===== src/rtl/serial_pkg.sv =====
// Shared serial-link definitions: state encoding, clog2 helper, default bit period.
package serial_pkg;

   localparam int DEFAULT_BIT_CLKS = 5200;

   localparam logic [2:0] ST_IDLE   = 3'd0;
   localparam logic [2:0] ST_ARMED  = 3'd1;
   localparam logic [2:0] ST_START  = 3'd2;
   localparam logic [2:0] ST_DATA   = 3'd3;
   localparam logic [2:0] ST_PARITY = 3'd4;
   localparam logic [2:0] ST_STOP   = 3'd5;

   function automatic int clog2(input int v);
      int r;
      r = 0;
      while ((1 << r) < v) r++;
      return r;
   endfunction

endpackage


===== src/rtl/serial_sync2.sv =====
// Two-flop synchroniser for asynchronous single-bit inputs.
module serial_sync2 #(
   parameter logic RST_VAL = 1'b1
) (
   input  logic m_clock,
   input  logic p_reset,
   input  logic d,
   output logic q
);

   logic meta;

   always_ff @(posedge m_clock or negedge p_reset) begin
      if (!p_reset) begin
         meta <= RST_VAL;
         q    <= RST_VAL;
      end else begin
         meta <= d;
         q    <= meta;
      end
   end

endmodule


===== src/rtl/serial_rx_param.sv =====
// Parametrised async-serial receiver; parity check enabled by SERIAL_RX_PARITY_EN.
module serial_rx_param
   import serial_pkg::*;
#(
   parameter int DATA_BITS  = 8,
   parameter int BIT_CLKS   = DEFAULT_BIT_CLKS,
   parameter int MSB_FIRST  = 0,
   parameter int AUTO_REARM = 0
`ifdef SERIAL_RX_PARITY_EN
   ,parameter int PARITY_ODD = 0
`endif
) (
   input  logic                 m_clock,
   input  logic                 p_reset,
   input  logic                 RDX,
   input  logic                 launch,
   output logic [DATA_BITS-1:0] DATA,
   output logic                 complete,
   output logic                 frame_err,
   output logic                 parity_err,
   output logic                 busy
);

   localparam int CW = clog2(BIT_CLKS);
   localparam int IW = clog2(DATA_BITS + 1);
   localparam logic [CW-1:0] HALF_END = CW'(BIT_CLKS / 2 - 1);
   localparam logic [CW-1:0] BIT_END  = CW'(BIT_CLKS - 1);
   localparam logic [IW-1:0] LAST_BIT = IW'(DATA_BITS - 1);
`ifdef SERIAL_RX_PARITY_EN
   localparam logic [2:0] AFTER_DATA = ST_PARITY;
`else
   localparam logic [2:0] AFTER_DATA = ST_STOP;
`endif

   logic                 rx_s;
   logic [2:0]           state, state_nxt;
   logic [CW-1:0]        cnt;
   logic [IW-1:0]        bit_idx;
   logic [DATA_BITS-1:0] shreg;
   logic                 cnt_run, tick, sample_bit, frame_end, par_ok;

   serial_sync2 #(.RST_VAL(1'b1)) u_sync (
      .m_clock (m_clock),
      .p_reset (p_reset),
      .d       (RDX),
      .q       (rx_s)
   );

   always_ff @(posedge m_clock or negedge p_reset) begin
      if (!p_reset) state <= ST_IDLE;
      else          state <= state_nxt;
   end

   always_comb begin
      state_nxt = state;
      unique case (state)
         ST_IDLE:   if (launch) state_nxt = ST_ARMED;
         ST_ARMED:  if (!rx_s) state_nxt = ST_START;
         ST_START:  if (tick) state_nxt = rx_s ? ST_ARMED : ST_DATA;
         ST_DATA:   if (tick && bit_idx == LAST_BIT) state_nxt = AFTER_DATA;
`ifdef SERIAL_RX_PARITY_EN
         ST_PARITY: if (tick) state_nxt = ST_STOP;
`endif
         ST_STOP:   if (tick) state_nxt = (AUTO_REARM != 0) ? ST_ARMED : ST_IDLE;
         default:   state_nxt = ST_IDLE;
      endcase
   end

   // tick marks the sample point of the current bit (mid-bit for START)
   always_comb begin
      busy       = 1'b1;
      cnt_run    = 1'b0;
      tick       = 1'b0;
      sample_bit = 1'b0;
      frame_end  = 1'b0;
      unique case (state)
         ST_IDLE:  busy = 1'b0;
         ST_ARMED: busy = 1'b1;
         ST_START: begin
            cnt_run = 1'b1;
            tick    = (cnt == HALF_END);
         end
         ST_DATA: begin
            cnt_run    = 1'b1;
            tick       = (cnt == BIT_END);
            sample_bit = tick;
         end
         ST_STOP: begin
            cnt_run   = 1'b1;
            tick      = (cnt == BIT_END);
            frame_end = tick;
         end
         default: begin
            cnt_run = 1'b1;
            tick    = (cnt == BIT_END);
         end
      endcase
   end

   always_ff @(posedge m_clock or negedge p_reset) begin
      if (!p_reset) begin
         cnt       <= '0;
         bit_idx   <= '0;
         shreg     <= '0;
         DATA      <= '0;
         complete  <= 1'b0;
         frame_err <= 1'b0;
      end else begin
         cnt <= (!cnt_run || tick) ? '0 : cnt + 1'b1;
         if (state == ST_START)
            bit_idx <= '0;
         else if (sample_bit)
            bit_idx <= bit_idx + 1'b1;
         if (sample_bit)
            shreg <= (MSB_FIRST != 0) ? {shreg[DATA_BITS-2:0], rx_s}
                                      : {rx_s, shreg[DATA_BITS-1:1]};
         complete  <= frame_end & rx_s & par_ok;
         frame_err <= frame_end & ~rx_s;
         if (frame_end)
            DATA <= shreg;
      end
   end

`ifdef SERIAL_RX_PARITY_EN
   logic par_bit;

   assign par_ok = ((^shreg) ^ (PARITY_ODD != 0)) == par_bit;

   always_ff @(posedge m_clock or negedge p_reset) begin
      if (!p_reset) begin
         par_bit    <= 1'b0;
         parity_err <= 1'b0;
      end else begin
         if (state == ST_PARITY && tick)
            par_bit <= rx_s;
         parity_err <= frame_end & rx_s & ~par_ok;
      end
   end
`else
   assign par_ok     = 1'b1;
   assign parity_err = 1'b0;
`endif

endmodule


===== config.mk =====
export PLATFORM = sky130hd
export DESIGN_NAME = serial_rx_param
export DESIGN_NICKNAME = d
export VERILOG_FILES = /design/src/rtl/serial_pkg.sv /design/src/rtl/serial_sync2.sv /design/src/rtl/serial_rx_param.sv
export SDC_FILE = /design/constraint.sdc
export NUM_CORES = 1
export LEC_CHECK = 0
export ABC_AREA = 1
export CAP_MARGIN = 20
export CELL_PAD_IN_SITES_DETAIL_PLACEMENT = 0
export CELL_PAD_IN_SITES_GLOBAL_PLACEMENT = 2
export CORE_ASPECT_RATIO = 0.75
export CORE_MARGIN = 2
export CORE_UTILIZATION = 38
export DETAILED_ROUTE_END_ITERATION = 8
export PLACE_DENSITY = 0.79
export REMOVE_ABC_BUFFERS = 1
export SKIP_LAST_GASP = 1
export SYNTH_ARGS = -nofsm -noshare
export SYNTH_HDL_FRONTEND = slang
export SYNTH_SLANG_ARGS = --single-unit
export TNS_END_PERCENT = 30

===== constraint.sdc =====
create_clock -name m_clock -period 4.3 [get_ports m_clock]
set_input_delay 1.29 -clock m_clock [delete_from_list [all_inputs] [get_ports m_clock]]
set_output_delay 1.29 -clock m_clock [all_outputs]
set_load 0.03 [all_outputs]

Word-level counts from Yosys, hierarchy flattened:

Index checks and enable logic that the tools add are counted.

* input port bits: 4
* output and inout port bits: 12
* flip-flop bits (word level): 40
* word-level logic and storage cells: 46

* multiplexer cells: 14
* equal/unequal tests: 12
* reduce and logical (&&, ||, !) cells: 6
* add/subtract/negate cells: 2
* bitwise gates (word level): 3

Operator list (number)
* $mux W3: 5
* $pmux W3 S5: 1
* $add A13 B1 Y13 const B: 1
* $eq A13 B12 Y1 const B: 1
* $eq A13 B13 Y1 const B: 1
* $mux W13: 1
* $ne A2 B2 Y1 const B: 5
* $mux W4: 2
* $eq A3 B2 Y1 const B: 2
* $reduce_and A5 Y1: 1
* $add A4 B1 Y4 const B: 1
* $eq A4 B3 Y1 const B: 1
* $eq A3 B1 Y1 const B: 1
* $eq A3 B3 Y1 const B: 1
* $logic_not A3 Y1: 1
* $mux W1: 3
* $and A1 B1 Y1: 2
* $mux W2: 1
* $pmux W1 S2: 1
* $reduce_bool A2 Y1: 1
* $reduce_or A2 Y1: 1
* $logic_and A1 B1 Y1: 1
* $logic_or A1 B1 Y1: 1
* $not A1 Y1: 1

Longest topological paths before layout:

Gate-level depths: netlist (run 1).

* depth in word-level cells: 6
* depth in mapped cells: 12
* gate-level depth less buffers: 12

Modules after synthesis:

A second synthesis (run 1) with hierarchy kept.

* cell total of the unflattened synthesis: 243
* area total of the unflattened synthesis: 2059.5 um^2

By module, submodules not included
* serial_rx_param: instances 1, sequential area each 950.9 um^2, cells an instance 241, area an instance 2006.9 um^2
* serial_sync2: instances 1, sequential area each 52.6 um^2, cells an instance 2, area an instance 52.6 um^2

Least setup slack after synthesis (run 1):

Ideal clock, no wire load.

* path kind: reg-to-output
* start point: register state[2]
* end point: output busy
* arrival: 884 ps
* stages on the path, launching flop included: 3
* required time: 3010 ps
* buffers on the path: 0
* slack: 2126 ps
* cell sequence: dfrtp_1 -> nor2_1 -> nand2_1

* cells in the longest elaborated chain, start to end: 2

Ends and longest elaborated chain
* start, declared: line serial_rx_param.sv:36 `logic [2:0] state, state_nxt;`
* start signal, assigned: line serial_rx_param.sv:51 `else state <= state_nxt;`
* $logic_not A3 Y1: line serial_rx_param.sv:76 `unique case (state)`
* $mux W1: line serial_rx_param.sv:76
* end, declared: line serial_rx_param.sv:21 `output logic busy`

No other way between the ends.

Final worst setup path (run 1):

Same ends and word-level chain as after synthesis.

==> results.ini, run 1 <==
[logic_synthesis]
synthArstFlopShare=1.00
syn_area_per_cell_um2=8.65
yosys_warnings=0
synth_compound_area_frac=0.0935
synth-simple-area-share=0.301
synth_top_family_by_area=simple AND/OR/NAND/NOR gates
ys_seq_area_frac=0.494
synth_fa_ha_area_frac=0.0123
muxShareOfSynthArea=0
ys_ff_latch=40
synth_edf_count=0
synth_xor_area_frac=0.0129
netlist_instances=235
synth_cell_type_count=29
synth_flop_cell=dfrtp_1
synth_area_um2=2030

[min_path]
holdCritPathClass=flip-flop to flip-flop

[floorplanning]
rows=23
die_h_um=67.3
start_util=0.388
die_area_um2=5960
ios=16
core-area_um2=5240
die_w_um=88.5

[sta]
finalSetupViolCount=0
setup_slack_ns=1.31
period_minus_slack_ns=2.99
fin_tns_setup_ns=0
tightest_slew_ns=0.903
final_hold_viol_count=0
slew-limit-headroom=0.398
period_share=0.696
grt_setup_unrepaired=no
hold_ws_ns=0.360
slew_violations=0
fmax_mhz=334
finClkSkew_ns=0.00670

[critical_path]
r2r-end=bit_idx[2]
r2r_cells=7
crit_path_max_fanout=5
worstSetupPathType=flip-flop to output pin
cp-startpoint=state[2]
worstPathCellList=nor2_1 -> nand2_1 -> clkdlybuf4s50_1
reg2reg_from=cnt[0]
cp-start-kind=flip-flop
critPathMaxStageDelay_ns=0.60
required_ns=3.01
cp-end-kind=output pin
reg2reg_setup_slack_ns=2.38
crit_end=busy
cp.arrival_ns=1.70
crit_slowest_cell=clkdlybuf4s50_1

[drt]
num_vias=1521
drc=0
avgRoutedWirePerCell_um=12.0
ant_nets=0
finalWirelength_mm=3.92
drt_pass1_iterations=4
drt-initial-drc-count=92
routed_via_density=4.67

[clocking]
holdBufCountCts=0
cts_tree=yes
clkLatencyLatePin_ns=0.29
postCtsSetupBuffers=0
clockRootBuffer=clkbuf_8
cts_sinks=40
clk_pin_slew_worst_paths_ns=0.08
h-tree-depth=2
cts_buffer_depth=2
cts_made_buffers=5
cts_resized=0

[global_routing]
grt_usage=0.152
antenna_found_initial=0
grt_pass1_vias=1460
grt_max_degree=41
overflow=0
grt_pass1_wl_mm=6.87

[finish]
nets=256
post-route-cell-area_um2=2330
utilization=0.445
drive_gt1_frac=0.195
syn2layout_area_growth_pct=14.7
final_cell_mix=40 x nand2_1, 38 x dfrtp_1, 28 x inv_1
diodes=0
final_common_cell=nand2_1

[place]
buffer_ports.inserted=14
gp_congestion=0.773
hpwl_mm=2.87
post-place-ws_ns=1.62
placed_cell_area_um2=2220

[run_status]
status=completed

[pwr]
ir_drop_v=0.000207
powerDensity_nw_per_um2=422
p_leak_nw=0.983

[flow_run]
cap_viol_max_count=0

[cell type report]
| class | count | area (um^2) |
|---|---|---|
| inverters | 35 | 131 |
| fillers | 538 | 2910 |
| repair buffers | 14 | 135 |
| clock inverters | 3 | 42.5 |
| clock buffers | 5 | 68.8 |
| well taps | 75 | 93.8 |
| multi-input cells | 154 | 857 |
| flip-flops and latches | 40 | 1000 |
[report_power, final]
group          internal, mW  total (mW)  switching, mW
Clock                 0.172       0.303          0.131
Combinational        0.0810       0.253          0.172
Sequential            0.401       0.428         0.0261
[stage by stage]
| step | instances | total power [mW] |
|---|---|---|
| final | 326 | 0.983 |
| after global routing | 326 | 1.06 |
| after CTS | 326 | 1.00 |
| after detailed placement | 318 | 0.693 |
| after global placement | 318 | 0.698 |
| after floorplan | 229 | 0.623 |
[Yosys cell counts, types with 3 or more instances]
| cell type | number | area share |
|---|---|---|
| o21ai_2 | 9 | 0.039 |
| nor2_1 | 26 | 0.048 |
| nand3_1 | 19 | 0.047 |
| nand2_2 | 4 | 0.012 |
| dfrtp_1 | 38 | 0.47 |
| nor3_2 | 6 | 0.030 |
| nand4_1 | 4 | 0.012 |
| a21oi_1 | 7 | 0.017 |
| inv_1 | 28 | 0.052 |
| nand3_2 | 4 | 0.020 |
| xor2_1 | 3 | 0.013 |
| nor3_1 | 4 | 0.0098 |
| o21ai_0 | 3 | 0.0074 |
| nand2_1 | 40 | 0.074 |
| o21ai_1 | 11 | 0.027 |
| buf_2 | 3 | 0.0074 |
| inv_2 | 7 | 0.013 |
[per-layer routing]
layer / GRT usage / wire length (um) / vias to the layer above
li1: - / - / 785
met1: 0.228 / 2110 / 715
met2: 0.221 / 1630 / 19
met3: 0.0391 / 157 / 2
met4: 0.0341 / 17 / 0
met5: 0 / 0 / -
[sequential cells by signal, indices dropped and copies added, names as in the netlist]
name         flops
cnt             13
u_sync.meta      1
frame_err        1
DATA             8
shreg            8
complete         1
u_sync.q         1
bit_idx          4
state            3
[worst max-delay path, delay by kind of cell, from the launching register on]
| family | cells | cell delay (ns) |
|---|---|---|
| flops | 1 | 0.46 |
| simple gates | 2 | 0.35 |
| buf+inv | 1 | 0.60 |
[kinds of logic (layout without fill, tap and decap cells)]
family	count (synthesis)	in the layout
flip-flops	40	40
XOR/XNOR	3	3
buffers and inverters	41	57
AND/OR/NAND/NOR	117	117
AO/OA/AOI/OAI	31	31
other	1	1
adder cells (fa/ha/maj)	2	2
[worst min path at each step]
stage                      startpoint  endpoint  slack (ns)  depth (start not counted)
final                     u_sync.meta  u_sync.q        0.36                          0
after global routing      u_sync.meta  u_sync.q        0.37                          0
after CTS                 u_sync.meta  u_sync.q        0.36                          0
after detailed placement  u_sync.meta  u_sync.q        0.35                          0
after global placement    u_sync.meta  u_sync.q        0.35                          0
after floorplan           u_sync.meta  u_sync.q        0.35                          0
No activity file was read; power rests on OpenSTA's default activity.
==> run 2, diff against run 1 <==
CORE_UTILIZATION = 32   (was 38)
PLACE_DENSITY = 0.71   (was 0.79)
clock period = 2.5 ns   (was 4.3 ns; I/O delays follow)
==> run 2 against run 1 <==
Compared with the run above:
- clock-buffer cell count is 1 higher
- clock power increased by 72%
- largest power group unchanged
- via count is 3.0% lower
- die area up 18%
- critical path type unchanged
- non-clock buffer count is 2 higher
- clock skew fell by 0.00074 ns
- largest cell class unchanged
- cell area grew 0.91%
- total power grew 72%
- routed wire length up 1.7%
- sequential power increased by 72%
==> results.ini, run 2 (synthesis gave the netlist of run 1 again) <==
[pwr]
p_leak_nw=0.999  ; +1.6%
power.switching_mw=0.570  ; +73%
power_frac_seq=0.435  ; about the same
p_int_mw=1.13  ; +72%
p_total_mw=1.70  ; +72%
ir_drop_v=0.000253  ; +22%
comb_power_share=0.257  ; about the same
clkPwrFrac=0.308  ; about the same
powerDensity_nw_per_um2=720  ; +71%
p_sw_frac=0.336  ; +0.00160

[floorplanning]
start_util=0.327  ; -0.0616
ios=16  ; unchanged
die_w_um=96.0  ; +8.6%
core-area_um2=6220  ; +19%
die_h_um=73.0  ; +8.4%
die_area_um2=7010  ; +18%
rows=25  ; +8.7%

[drt]
drt_pass1_iterations=6  ; +2
avgRoutedWirePerCell_um=11.9  ; -0.75%
drt-initial-drc-count=86  ; -6.5%
routed_via_density=4.42  ; -5.3%
finalWirelength_mm=3.99  ; +1.7%
drc=0  ; unchanged
ant_nets=0  ; unchanged
num_vias=1476  ; -3.0%

[sta]
fmax_mhz=482
slew-limit-headroom=0.658  ; +0.261
grt_setup_unrepaired=no
tightest_slew_ns=0.512  ; -0.391 ns
final_hold_viol_count=0  ; unchanged
slew_violations=0  ; unchanged
period_minus_slack_ns=2.08
finalSetupViolCount=0  ; unchanged
period_share=0.830
hold_ws_ns=0.364  ; +0.00432 ns
fin_tns_setup_ns=0  ; unchanged
finClkSkew_ns=0.00596  ; -0.000741 ns

[critical_path]
cp.arrival_ns=1.33  ; -0.37 ns
cp-start-kind=flip-flop
reg2reg_from=cnt[0]
path_delay_family=buffers and inverters
r2r_cells=7  ; unchanged
worstPathCellList=clkdlybuf4s50_1
cp-startpoint=DATA[6]
worstSetupPathType=flip-flop to output pin
cp-end-kind=output pin
r2r-end=bit_idx[2]
cp_num_cells=1  ; -2
critPathMaxStageDelay_ns=0.67  ; +0.07 ns
crit_path_max_fanout=2  ; -3
crit_buf_inv=1  ; unchanged
reg2reg_setup_slack_ns=0.55  ; -1.83 ns
required_ns=1.75  ; -1.26 ns
crit_end=DATA[6]
crit_slowest_cell=clkdlybuf4s50_1

[clocking]
cts_made_buffers=5  ; unchanged
clkLatencyLatePin_ns=0.29  ; about the same
clockRootBuffer=clkbuf_8
h-tree-depth=2  ; unchanged
cts_tree=yes
holdBufCountCts=0  ; unchanged
clk_pin_slew_worst_paths_ns=0.08  ; about the same
cts_sinks=40  ; unchanged
cts_buffer_depth=2  ; unchanged

[place]
gp_congestion=0.735  ; -4.9%
hpwl_mm=2.89  ; +0.77%
buffer_ports.inserted=14  ; unchanged

[finish]
reg_top3=cnt x13, DATA x8, shreg x8
final_cell_mix=40 x nand2_1, 38 x dfrtp_1, 28 x inv_1
largest_register_ffs=13  ; unchanged
drive_gt1_frac=0.198  ; +0.00241
nets=258  ; +0.78%
final_common_cell=nand2_1
syn2layout_area_growth_pct=15.8
diodes=0  ; unchanged
largest-register=cnt

[global_routing]
antenna_found_initial=0  ; unchanged
grt_pass1_vias=1355  ; -7.2%
grtUsageMet2=0.158  ; -0.0627
grt_max_degree=41  ; unchanged
grtUsageMet3=0.0310  ; -0.00813
overflow=0  ; unchanged
met1_usage=0.198  ; -0.0300
grt_usage=0.125  ; -0.0273
grt_pass1_wl_mm=6.58  ; -4.1%
top_usage_layer=met1

[flow_run]
cap_viol_max_count=0  ; unchanged

[run_status]
status=completed

[min_path]
holdCritPathClass=flip-flop to flip-flop

run 2: changes by cell type in the layout (fill, tap and decap cells not counted), sizes merged:
cell           previous run  this run
clkinvlp                  1         0
buf                       1         3
clkbuf                    5         6
clkdlybuf4s50            13        12
dlymetal6s2s              0         1
run 2: repair_timing:
item	CTS	global route
hold endpoints to repair	0	0
endpoints found under the setup margin	0	1
setup buffers	0	0
resized for setup	0	1
run 2: power groups by stage:
stage | Clock (mW) | Combinational (mW) | Sequential [mW]
floorplan | 0 | 0.331 | 0.741
global placement | 0 | 0.460 | 0.748
detailed placement | 0 | 0.447 | 0.750
CTS | 0.542 | 0.448 | 0.737
global route | 0.569 | 0.497 | 0.744
finish | 0.522 | 0.436 | 0.737
run 2: per-stage QoR:
| step | cell area (um^2) | cells | worst slack, ns | util |
|---|---|---|---|---|
| after floorplan | 1990 | 229 | 0.866 | - |
| after global placement | 2240 | 326 | 0.396 | 0.360 |
| after detailed placement | 2240 | 326 | 0.382 | 0.360 |
| after CTS | 2350 | 334 | 0.0541 | 0.378 |
| after global routing | 2350 | 334 | 0.330 | 0.378 |
| final | 2350 | 334 | 0.425 | 0.378 |
run 2: area by class of cell:
type                    instances  area, um^2
fillers                       642        3870
flip-flops and latches         40        1000
multi-input cells             154         857
repair buffers                 16         153
inverters                      35         131
well taps                      81         101
clock buffers                   6        72.6
clock inverters                 2        35.0
run 2: routing by layer:
metal / up-vias / part of all wire
li1: 794 / -
met1: 661 / 0.57
met2: 16 / 0.39
met3: 5 / 0.029
met4: 0 / 0.014
met5: - / 0
run 2: worst min-delay path by stage:
stage               depth (start not counted)  slack [ns]        to         from
finish                                      0        0.36  u_sync.q  u_sync.meta
global route                                0        0.37  u_sync.q  u_sync.meta
CTS                                         0        0.36  u_sync.q  u_sync.meta
detailed placement                          0        0.35  u_sync.q  u_sync.meta
global placement                            0        0.35  u_sync.q  u_sync.meta
floorplan                                   0        0.35  u_sync.q  u_sync.meta
==> RTL change: new RTL, settings of run 1 <==
The output `frame_err` loses its register stage (`frame_err` becomes a continuous assignment).
--- a/src/rtl/serial_rx_param.sv
+++ b/src/rtl/serial_rx_param.sv
@@ -105,5 +105,4 @@
          DATA      <= '0;
          complete  <= 1'b0;
-         frame_err <= 1'b0;
       end else begin
          cnt <= (!cnt_run || tick) ? '0 : cnt + 1'b1;
@@ -116,9 +115,10 @@
                                       : {rx_s, shreg[DATA_BITS-1:1]};
          complete  <= frame_end & rx_s & par_ok;
-         frame_err <= frame_end & ~rx_s;
          if (frame_end)
             DATA <= shreg;
       end
    end
+
+   assign frame_err = frame_end & ~rx_s;
 
 `ifdef SERIAL_RX_PARITY_EN
Formal check against the unedited RTL: no difference found for any inputs over 10 cycles, from zero or initial values and one cycle with p_reset low; that may be too few to reach the edited logic, so the function may still have changed.
==> RTL change against run 1 <==
  * Clock power increased by 8.6%
  * Critical endpoint is now frame_err
  * Largest cell class unchanged
  * Power increased by 2.8%
  * Final area decreased by 0.48%
  * Area after synthesis decreased by 1.2%
  * Routed wire length increased by 3.9%
  * Fmax decreased by 16%
  * Largest power group unchanged
  * Sequential share of layout area decreased by 0.87 points
  * Count of clock-buffer cells in the layout increased by 1
  * Worst setup slack got worse by 0.55 ns
  * Die area decreased by 1.2%
  * Sequential cell count decreased by 1
==> RTL change: results (changes against run 1) <==
Run status
  • Status: complete, no violations

Final layout
  • Final core utilization: 0.466 (+0.0206)
  • Non-filler cells in the finished layout: 323 (-0.92%)
  • Final #Nets: 256 (unchanged)
  • Layout cells sized above 1: 0.199 (+0.00398)
  • Biggest registers after layout: cnt x13, DATA x8, shreg x8
  • Filler instances: 503 (-6.5%)
  • Antenna cells: 0 (unchanged)

Hold path
  • Hold Crit Class: reg -> reg
  • Hold path endpoint: u_sync.q
  • Hold Startpoint: u_sync.meta

Placed design
  • Area after DPL: 0.00220 mm² (-0.96%)
  • Dpl cells: 315 (-0.94%)
  • Dpl hpwl: 3.00 mm (+4.7%)
  • PortBufs: 14 (unchanged)
  • GPL Wtd Cong: 0.816 (+5.6%)

Global route
  • Largest net degree at the start of global routing: 40 (-2.4%)
  • Antenna violations before repair: 0 (unchanged)
  • Gr usage total: 0.161 (+0.00911)
  • First-pass GRT wire length: 6.98 mm (+1.7%)
  • Vias in the first global route: 1378 (-5.6%)

Synth
  • Ys async rst share: 1.00 (unchanged)
  • Compound-Gate Fraction of Synth Area: 0.0947 (+0.00117)
  • Syn_area_per_cell: 8.58 µm² (-0.81%)
  • Top cells by count, synth: 40 x nand2_1, 37 x dfrtp_1, 28 x inv_1, 26 x nor2_1, 19 x nand3_1
  • Post-Synth XOR/XNOR Area: 0.0131 (+0.000161)
  • Main area contributors after synthesis: dfrtp_1 46%, nand2_1 7.5%, inv_1 5.2%
  • Post-Synth Adder-Cell Area: 0.0125 (+0.000153)
  • Top FF cell, synth: dfrtp_1
  • Seq/Total Area, Yosys: 0.487 (-0.00631)

Clock network
  • Clk root buf: clkbuf_8
  • Worst skew pair latency: 0.30 ns
  • TritonCTS buffer count: 5 (unchanged)
  • H-Tree Depth: 2 (unchanged)

Power
  • Seq pwr share: 0.416 (-0.019)
  • Peak VDD IR: 163 µV (-21%)
  • Leak Pwr: 0.981 nW (-0.22%)
  • Logic pwr share: 0.259 (+0.002)
  • Pwr dens: 435 mW/mm² (+3.3%)
  • Switching power total: 0.346 mW (+5.3%)

Routing
  • Final wirelength: 4.08 mm (+3.9%)
  • 1st-pass router iterations: 4 (unchanged)
  • DR iter-0 viols: 69 (-25%)
  • Total number of vias: 1483 (-2.5%)

Setup path
  • Slowest Stage Delay on Critical Path: 0.67 ns (+0.07 ns)
  • Worst EP arrival: 2.25 ns (+0.55 ns)
  • Critical R2R Capture: bit_idx[2]
  • R2R setup slack: 2.40 ns (+0.02 ns)
  • Reg2Reg Launch Point: cnt[0]
  • Critical path fanouts, max: 18 (+13)

Timing
  • Worst slew pin tran: 0.863 ns (-0.0406 ns)
  • Clock skew: 0.0123 ns (+0.00556 ns)
RTL change: cell count changes after synthesis, sizes merged:
cell	delta
dfrtp	-1
RTL change: layout make-up:
type / count / area share
Clock buffer: 6 / 0.0356
Clock inverter: 2 / 0.0167
Inverter: 35 / 0.0566
Multi-Input combinational cell: 154 / 0.369
Sequential cell: 39 / 0.422
Tap cell: 72 / 0.0388
Timing Repair Buffer: 15 / 0.0615
RTL change: worst max-delay path by stage:
stage / slack, ns / end / start / cells past startpoint
2_1_floorplan: 1.29 / frame_err / cnt[0] / 5
3_3_place_gp: 1.07 / frame_err / cnt[0] / 7
3_5_place_dp: 1.06 / frame_err / cnt[0] / 7
4_1_cts: 0.73 / frame_err / cnt[0] / 7
5_1_grt: 0.58 / frame_err / cnt[0] / 7
6_report: 0.76 / frame_err / cnt[0] / 7
RTL change: per-stage QoR:
stage	hold slack [ns]	setup WS (ns)
after global placement	0.357	1.07
after floorplan	0.345	1.29
after CTS	0.369	0.730
after detailed placement	0.355	1.06
final	0.378	0.757
after global routing	0.372	0.584
RTL change: worst reg2reg max path: cells and delay by family, from the launching register on:
| family | cells | cell delay, ns |
|---|---|---|
| adders and majority gates | 1 | 0.22 |
| AOI/OAI and AO/OA | 1 | 0.30 |
| DFF | 1 | 0.37 |
| and+or+nand+nor | 5 | 0.95 |
RTL change: per-layer routing:
layer / routed length, µm / share of wire / vias to the layer above / GRT usage
met3: 95 / 0.023 / 8 / 0.0372
met1: 2360 / 0.58 / 677 / 0.255
met5: 0 / 0 / - / 0
met4: 67 / 0.016 / 0 / 0.0577
li1: - / - / 783 / -
met2: 1550 / 0.38 / 15 / 0.207
